--- src/rtl/sb_pkg.sv ---
// Shared store-buffer definitions for the drain path.
// Line count, index width, vector types and arbiter states.
package sb_pkg;

    localparam int SB_NO_OF_LINES = 8;
    localparam int SB_IDX_W       = $clog2(SB_NO_OF_LINES);

    typedef logic [SB_IDX_W-1:0]       sb_idx_t;
    typedef logic [SB_NO_OF_LINES-1:0] sb_linevec_t;

    typedef enum logic {
        SB_ARB_IDLE,
        SB_ARB_OFFER
    } sb_arb_state_e;

endpackage

--- src/rtl/sb_first_set_enc.sv ---
// Lowest-set-bit encoder, any width.
// found is 0 and idx is 0 when the vector is empty.
module sb_first_set_enc
    import sb_pkg::*;
#(
    parameter int W     = SB_NO_OF_LINES,
    parameter int IDX_W = $clog2(W)
) (
    input  logic [W-1:0]     vec,
    output logic [IDX_W-1:0] idx,
    output logic             found
);

    // Scan high to low so the lowest set bit is the last one written.
    always_comb begin
        idx   = '0;
        found = 1'b0;
        for (int i = W - 1; i >= 0; i--) begin
            if (vec[i]) begin
                idx   = IDX_W'(i);
                found = 1'b1;
            end
        end
    end

endmodule

--- src/rtl/sb_drain_arbiter.sv ---
// Registered drain-line selector for the store buffer.
// Fixed or round-robin pick, held under valid/ready, with flush.
module sb_drain_arbiter
    import sb_pkg::*;
#(
    parameter int N_LINES = SB_NO_OF_LINES,
    parameter bit RR_EN   = 1'b1,
    parameter int IDX_W   = $clog2(N_LINES)
) (
    input  logic               clk,
    input  logic               rst,
    input  logic               flush_i,
    input  logic [N_LINES-1:0] req_i,
    output logic               sel_valid_o,
    output logic [IDX_W-1:0]   sel_idx_o,
    output logic [N_LINES-1:0] sel_onehot_o,
    input  logic               sel_ready_i,
    output logic [IDX_W-1:0]   ptr_o
);

    sb_arb_state_e      state_q, state_d;
    logic [IDX_W-1:0]   ptr_q, ptr_d;
    logic [IDX_W-1:0]   idx_q, idx_d;
    logic [N_LINES-1:0] onehot_q, onehot_d;

    logic               accept;
    logic [IDX_W-1:0]   idx_inc;
    logic [IDX_W-1:0]   ptr_eff;
    logic [N_LINES-1:0] cand;
    logic [N_LINES-1:0] mask;
    logic [N_LINES-1:0] masked;
    logic [IDX_W-1:0]   m_idx, a_idx;
    logic               m_found, a_found;
    logic [IDX_W-1:0]   pick_idx;
    logic [N_LINES-1:0] pick_onehot;

    assign accept  = (state_q == SB_ARB_OFFER) && sel_ready_i;
    assign idx_inc = (idx_q == IDX_W'(N_LINES - 1)) ? '0 : idx_q + IDX_W'(1);

    // On accept the search already starts from the advanced pointer.
    assign ptr_eff = !RR_EN ? '0 : (accept ? idx_inc : ptr_q);

    // The line just granted is excluded from a back-to-back pick.
    assign cand = req_i & ~onehot_q;

    // Thermometer mask keeping lines at or above the pointer.
    always_comb begin
        mask = '0;
        for (int i = 0; i < N_LINES; i++) begin
            mask[i] = (i >= int'(ptr_eff));
        end
    end

    assign masked = cand & mask;

    sb_first_set_enc #(.W(N_LINES), .IDX_W(IDX_W)) u_enc_mask (
        .vec   (masked),
        .idx   (m_idx),
        .found (m_found)
    );

    sb_first_set_enc #(.W(N_LINES), .IDX_W(IDX_W)) u_enc_all (
        .vec   (cand),
        .idx   (a_idx),
        .found (a_found)
    );

    // Masked hit wins; otherwise wrap to the lowest candidate.
    assign pick_idx = (RR_EN && m_found) ? m_idx : a_idx;

    // One-hot form of the pick.
    always_comb begin
        pick_onehot = '0;
        for (int i = 0; i < N_LINES; i++) begin
            pick_onehot[i] = (pick_idx == IDX_W'(i));
        end
    end

    // Next-state: flush beats accept, accept beats hold.
    always_comb begin
        state_d  = state_q;
        ptr_d    = ptr_q;
        idx_d    = idx_q;
        onehot_d = onehot_q;
        if (flush_i) begin
            state_d  = SB_ARB_IDLE;
            ptr_d    = '0;
            idx_d    = '0;
            onehot_d = '0;
        end else begin
            unique case (state_q)
                SB_ARB_IDLE: begin
                    if (a_found) begin
                        state_d  = SB_ARB_OFFER;
                        idx_d    = pick_idx;
                        onehot_d = pick_onehot;
                    end
                end
                SB_ARB_OFFER: begin
                    if (sel_ready_i) begin
                        ptr_d = ptr_eff;
                        if (a_found) begin
                            idx_d    = pick_idx;
                            onehot_d = pick_onehot;
                        end else begin
                            state_d  = SB_ARB_IDLE;
                            idx_d    = '0;
                            onehot_d = '0;
                        end
                    end
                end
                default: state_d = SB_ARB_IDLE;
            endcase
        end
    end

    // State register with asynchronous reset.
    always_ff @(posedge clk or posedge rst) begin
        if (rst) begin
            state_q  <= SB_ARB_IDLE;
            ptr_q    <= '0;
            idx_q    <= '0;
            onehot_q <= '0;
        end else begin
            state_q  <= state_d;
            ptr_q    <= ptr_d;
            idx_q    <= idx_d;
            onehot_q <= onehot_d;
        end
    end

    assign sel_valid_o  = (state_q == SB_ARB_OFFER);
    assign sel_idx_o    = idx_q;
    assign sel_onehot_o = onehot_q;
    assign ptr_o        = ptr_q;

endmodule

--- config.mk ---
export PLATFORM = sky130hd
export DESIGN_NAME = sb_drain_arbiter
export DESIGN_NICKNAME = d
export VERILOG_FILES = /design/src/rtl/sb_pkg.sv /design/src/rtl/sb_first_set_enc.sv /design/src/rtl/sb_drain_arbiter.sv
export SDC_FILE = /design/constraint.sdc
export NUM_CORES = 1
export LEC_CHECK = 0
export ABC_CLOCK_PERIOD_IN_PS = 2600
export BUFFER_PORTS_ARGS = -buffer_cell sky130_fd_sc_hd__buf_2
export CAP_MARGIN = 15
export CELL_PAD_IN_SITES_DETAIL_PLACEMENT = 1
export CELL_PAD_IN_SITES_GLOBAL_PLACEMENT = 1
export CORE_ASPECT_RATIO = 0.7
export CORE_UTILIZATION = 35
export CTS_BUF_LIST = sky130_fd_sc_hd__clkbuf_4 sky130_fd_sc_hd__clkbuf_8 sky130_fd_sc_hd__clkbuf_16
export DETAILED_ROUTE_END_ITERATION = 7
export GPL_TIMING_DRIVEN = 0
export PLACE_DENSITY = 0.85
export SLEW_MARGIN = 5
export SYNTH_ARGS = -nofsm -noshare
export SYNTH_HDL_FRONTEND = slang
export SYNTH_SLANG_ARGS = --single-unit
--- constraint.sdc ---
create_clock -name clk -period 2.6 [get_ports clk]
set_clock_uncertainty 0.15 [all_clocks]
set_input_delay 0.13 -clock clk [delete_from_list [all_inputs] [get_ports clk]]
set_output_delay 0.13 -clock clk [all_outputs]
set_load 0.02 [all_outputs]
==> impl_metrics.env, run 1 <==
export IMPL_grt_pass1_vias=999
export IMPL_setup_ws_ps=-233
export IMPL_drt_wl_total_um=3410
export IMPL_path_clk_slew_ps=70
export IMPL_whs_path_depth=4
export IMPL_status="finished, violations left"
export IMPL_cts_root_buf="clkbuf_8"
export IMPL_syn_nets=127
export IMPL_crit_path_end_kind="register"
export IMPL_cts_buffer_depth=2
export IMPL_worst_setup_path_start_kind="register"
export IMPL_arrival_ps=2820
export IMPL_synth_common_cells="dfrtp_1 (15), nand2_1 (11), nor2_1 (9), o21ai_0 (9), nand2b_1 (8)"
export IMPL_ant_nets=0
export IMPL_max_stage_delay_ps=500
export IMPL_crit_family="simple AND/OR/NAND/NOR gates"
export IMPL_power_density_nw_per_um2=555
export IMPL_total_power_uw=808
export IMPL_nFillCells=337
export IMPL_port_buffers=26
export IMPL_hold_path_class="primary input to register"
export IMPL_ys_seq_elements=15
export IMPL_hp_start="sel_ready_i"
export IMPL_async_reset_ff_frac=1.00
export IMPL_synth_edf_count=0
export IMPL_stdcell_area_um2=1450
export IMPL_crit_top_cell="ha_4"
export IMPL_postSynthCellCount=113
export IMPL_routedWlPerCell_um=18.1
export IMPL_finalHoldViolations=0
export IMPL_io_pins=27
export IMPL_ff2ff_path_depth=10
export IMPL_cts_buffers=3
export IMPL_drv_slew=0
export IMPL_instances_no_fill=188
export IMPL_maxCapViolations=0
export IMPL_p_leak_nw=0.697
export IMPL_htree_levels=1
export IMPL_chipWidth_um=67.2
export IMPL_dieArea_um2=3200
export IMPL_grt_max_degree=16
export IMPL_r2r_end="sel_onehot_o[1]$_DFFE_PP0P_"
export IMPL_place_area_um2=1250
export IMPL_whs_endpoint="sel_valid_o$_DFF_PP0_"
export IMPL_grtUsageTotal=0.217
export IMPL_num_vias=1075
export IMPL_cp_slowest_cell="or4b_4"
export IMPL_grt_pass1_wl_um=4960
export IMPL_synth_top_area_cell="dfrtp_1"
export IMPL_antenna_found_initial=0
export IMPL_insertion_delay_ps=250
export IMPL_ir_worst_vdd_uv=453
export IMPL_worstSetupPathType="register to register"
export IMPL_rows=16
export IMPL_synth_flop_cell="dfrtp_1"
export IMPL_drt_iter0_drc=44
export IMPL_seq_area_frac_synth=0.361
export IMPL_syn_avg_cell_area_um2=9.21
export IMPL_place_inst=175
export IMPL_drive_gt1_frac=0.441
export IMPL_cts_sinks=15
export IMPL_cp_max_fo=6
export IMPL_period_minus_slack_ps=2830
export IMPL_place_congestion=0.855
export IMPL_synth_cell_type_count=43
export IMPL_fmax_mhz=353
export IMPL_syn2layout_area_growth_pct=39.7
export IMPL_crit_path_start="sel_idx_o[1]$_DFFE_PP0P_"
export IMPL_cp_depth=10
export IMPL_grt_overflow=0
export IMPL_violations="negative setup slack"
export IMPL_place_hpwl_um=2480
export IMPL_r2r_start="sel_idx_o[1]$_DFFE_PP0P_"
export IMPL_drc=0
export IMPL_max_slew_margin=0.605
export IMPL_synth_most_common_cell="dfrtp_1"
export IMPL_ys_warnings_count=0
export IMPL_cp_required_ps=2590
export IMPL_antenna_cells=0
export IMPL_firstDrtPassIters=4
export IMPL_path_cells="ha_4, ha_4, and3_4, a21oi_4, o311a_1, or4b_4, o211ai_1, buf_4, nand2_8, a32o_1"
export IMPL_rsz0062_at_grt="yes"
export IMPL_start_util=0.371
export IMPL_die_h_um=47.6
export IMPL_syn_area_um2=1040
export IMPL_setup_viol=9
export IMPL_via_per_inst=5.72
export IMPL_synth_area_top_cells="dfrtp_1 (36%), nand2b_1 (4.8%), o21ai_0 (4.3%)"
export IMPL_cts_tree="built"
export IMPL_fin_nets=167
export IMPL_tightest_slew_ps=592
export IMPL_finalCritPeriodShare=1.09
export IMPL_path_buf_inv=1
export IMPL_core_um2=2800
export IMPL_synth_top_area_share=0.361
export IMPL_r2r_slack_ps=-230
-- cell type report --
| class | count | area, um^2 | area share |
|---|---|---|---|
| multi-input combinational | 93 | 748 | 0.515 |
| sequential | 15 | 378 | 0.260 |
| timing repair buffer | 35 | 214 | 0.147 |
| clock buffer | 4 | 48.8 | 0.0336 |
| inverter | 4 | 15.0 | 0.0103 |
| tap | 36 | 45.0 | 0.0310 |
| buffer | 1 | 5.00 | 0.00344 |
-- cells by family after synthesis --
family / Yosys count / synth area share
DFF: 15 / 0.361
and+or+nand+nor: 51 / 0.298
adders and majority gates: 2 / 0.0240
muxes: 3 / 0.0324
AOI/OAI and AO/OA: 37 / 0.266
buffers and inverters: 5 / 0.0192
-- where the power goes --
part	internal (mW)	switching [mW]	total (mW)
combinational	0.143	0.182	0.325
sequential	0.254	0.0237	0.278
clock	0.119	0.0854	0.204
-- metal layers --
metal / vias up / GRT usage / share of wire
li1: 507 / - / -
met1: 528 / 0.295 / 0.48
met2: 34 / 0.368 / 0.46
met3: 6 / 0.0357 / 0.048
met4: 0 / 0.0511 / 0.012
met5: - / 0 / 0
-- worst register-to-register path, stage by stage, from the launching register on --
cell and delay [ps]:
dfrtp_2 430, ha_4 170, ha_4 280, and3_4 200
a21oi_4 50, o311a_1 320, or4b_4 500, o211ai_1 130
buf_4 180, nand2_8 70, a32o_1 260
-- worst max-delay path by stage --
stage | end | slack [ps]
global placement | sel_onehot_o[4]$_DFFE_PP0P_ | -310
floorplan | sel_onehot_o[0]$_DFFE_PP0P_ | -230
detailed placement | sel_onehot_o[4]$_DFFE_PP0P_ | -350
CTS | sel_onehot_o[0]$_DFFE_PP0P_ | -230
global route | sel_onehot_o[1]$_DFFE_PP0P_ | -310
finish | sel_onehot_o[1]$_DFFE_PP0P_ | -230
-- cell usage in the layout (no fill, tap or decap), drive strengths merged, types with 3 or more instances in the layout --
master,netlist,routed
nor2b,6,6
a32o,3,3
nand2,12,12
buf,1,34
dfrtp,15,15
inv,4,4
o21ai,9,9
mux2i,3,3
a21oi,4,4
nor2,9,9
a22o,5,5
nand2b,8,8
clkbuf,0,4
-- through the flow --
step | hold slack, ps | setup WS, ps | TNS [ps] | util
floorplan | -119 | -233 | -1110 | -
CTS | 102 | -234 | -1680 | 0.489
global placement | 61.4 | -315 | -1980 | 0.446
detailed placement | 73.7 | -355 | -2660 | 0.446
finish | 151 | -233 | -1600 | 0.519
global route | 164 | -310 | -2320 | 0.519
-- repair_timing --
| action | in CTS | in global routing |
|---|---|---|
| hold buffers | 2 | 0 |
| pin swaps | 2 | 4 |
| hold endpoints to repair | 19 | 0 |
| setup buffers | 4 | 3 |
| gates resized for setup | 9 | 14 |
| setup endpoints to repair | 11 | 10 |
-- state kept, by name, summed over array words and instances, names as in the netlist --
| signal | flops |
|---|---|
| sel_valid_o | 1 |
| sel_onehot_o | 8 |
| sel_idx_o | 3 |
| ptr_o | 3 |
Note: power is estimated with default switching activity, not from simulation.
==> inputs of run 2 (changes only) <==
CORE_ASPECT_RATIO = not set   (was 0.7)
==> impl_metrics.env, run 2 (same netlist as run 1, synthesis figures left out) <==
export IMPL_status="finished, violations left"
export IMPL_violations="negative setup slack"
export IMPL_stdcell_area_um2=1370
export IMPL_cts_sinks=15
export IMPL_drc=0
export IMPL_fin_nets=165
export IMPL_cp_max_fo=5
export IMPL_ir_worst_vdd_uv=348
export IMPL_worst_setup_path_start_kind="register"
export IMPL_max_slew_margin=0.611
export IMPL_multiInputGateArea_um2=714
export IMPL_cts_tree="built"
export IMPL_grt_pass1_wl_um=5670
export IMPL_crit_path_start="sel_idx_o[0]$_DFFE_PP0P_"
export IMPL_arrival_ps=2900
export IMPL_crit_path_end_kind="register"
export IMPL_setup_ws_ps=-251
export IMPL_regArea_um2=378
export IMPL_cts_buffer_depth=2
export IMPL_insertion_delay_ps=300
export IMPL_io_pins=27
export IMPL_hp_start="sel_ready_i"
export IMPL_fmax_mhz=351
export IMPL_finalCritPeriodShare=1.10
export IMPL_largest_register_ffs=8
export IMPL_firstDrtPassIters=4
export IMPL_num_vias=1113
export IMPL_die_h_um=56.5
export IMPL_place_congestion=0.900
export IMPL_grt_overflow=0
export IMPL_antenna_found_initial=0
export IMPL_ant_nets=0
export IMPL_worstSetupPathType="register to register"
export IMPL_drv_slew=0
export IMPL_p_leak_nw=0.668
export IMPL_chipWidth_um=56.5
export IMPL_final_common_cell="buf_2"
export IMPL_start_util=0.374
export IMPL_rows=19
export IMPL_period_minus_slack_ps=2850
export IMPL_grtUsageTotal=0.234
export IMPL_whs_ps=117
export IMPL_total_power_uw=716
export IMPL_drive_gt1_frac=0.400
export IMPL_maxCapViolations=0
export IMPL_place_area_um2=1240
export IMPL_via_per_inst=6.15
export IMPL_syn2layout_area_growth_pct=31.5
export IMPL_rsz0062_at_grt="yes"
export IMPL_routedWlPerCell_um=19.5
export IMPL_place_hpwl_um=2600
export IMPL_port_buffers=26
export IMPL_hold_path_class="primary input to register"
export IMPL_cts_root_buf="clkbuf_4"
export IMPL_r2r_start="sel_idx_o[0]$_DFFE_PP0P_"
export IMPL_path_clk_slew_ps=90
export IMPL_final_cell_mix="buf_2 (27), dfrtp_1 (13), nand2_1 (10)"
export IMPL_finalHoldViolations=0
export IMPL_tightest_slew_ps=583
export IMPL_core_um2=2780
export IMPL_ff2ff_path_depth=9
export IMPL_cts_buffers=3
export IMPL_grt_max_degree=16
export IMPL_antenna_cells=0
export IMPL_htree_levels=1
export IMPL_drt_wl_total_um=3530
export IMPL_drt_iter0_drc=48
export IMPL_nFillCells=321
export IMPL_cp_required_ps=2650
export IMPL_dieArea_um2=3200
export IMPL_grt_pass1_vias=1189
export IMPL_whs_path_depth=4
export IMPL_power_density_nw_per_um2=523
export IMPL_setup_viol=9
-- run 2: cell count changes in the layout (fill, tap and decap cells not counted), sizes merged --
cell | before | now
buf | 34 | 32
-- run 2: power by group --
part	total (mW)	switching (mW)	leakage, nW	internal, mW
registers	0.277	0.0234	0.200	0.254
clock network	0.150	0.0801	0.0184	0.0704
logic	0.289	0.171	0.449	0.118
total	0.716	0.275	0.668	0.442
-- run 2: through the flow --
step,setup slack (ps),std cells,util,TNS (ps)
6_report,-251,181,0.492,-1620
3_5_place_dp,-359,170,0.448,-2680
4_1_cts,-232,180,0.480,-1520
2_1_floorplan,-233,113,-,-1110
3_3_place_gp,-289,170,0.448,-1870
5_1_grt,-329,181,0.492,-2410
-- run 2: worst paths after layout --
kind	end	slack (ps)
min in group asynchronous	ptr_o[0]$_DFFE_PP0P_	270
max in group asynchronous	sel_idx_o[1]$_DFFE_PP0P_	1610
max	sel_onehot_o[0]$_DFFE_PP0P_	-250
min	sel_valid_o$_DFF_PP0_	120
min reg2reg	sel_onehot_o[0]$_DFFE_PP0P_	400
max reg2reg	sel_onehot_o[0]$_DFFE_PP0P_	-250
-- run 2: layout make-up --
cell class / instances / share of cell area
Multi-Input combinational cell: 93 / 0.522
Sequential cell: 15 / 0.276
Timing Repair Buffer: 33 / 0.137
Tap cell: 31 / 0.0283
Clock buffer: 4 / 0.0219
Inverter: 4 / 0.0110
Buffer: 1 / 0.00366
-- run 2: what timing repair did --
item                                   CTS  global route
pin swaps                                4             4
endpoints found under the hold margin   19             0
gates resized for setup                  4             8
setup endpoints to repair               11            10
hold buffers                             2             0
setup buffers                            4             1
-- run 2: worst max-delay path: stages (launching register included) --
cell and delay, ps:
dfrtp_2 440, ha_4 170, ha_4 280, and3_4 200, a21oi_4 50, o311a_1 350, or4b_4 510, nand3b_4 170
and2_4 180, a32o_2 260
-- run 2: per-layer routing --
layer / vias to the layer above / part of all wire / track usage
met3: 13 / 0.053 / 0.0300
met4: 0 / 0.036 / 0.136
met2: 47 / 0.52 / 0.417
li1: 501 / - / -
met5: - / 0 / 0
met1: 552 / 0.39 / 0.266
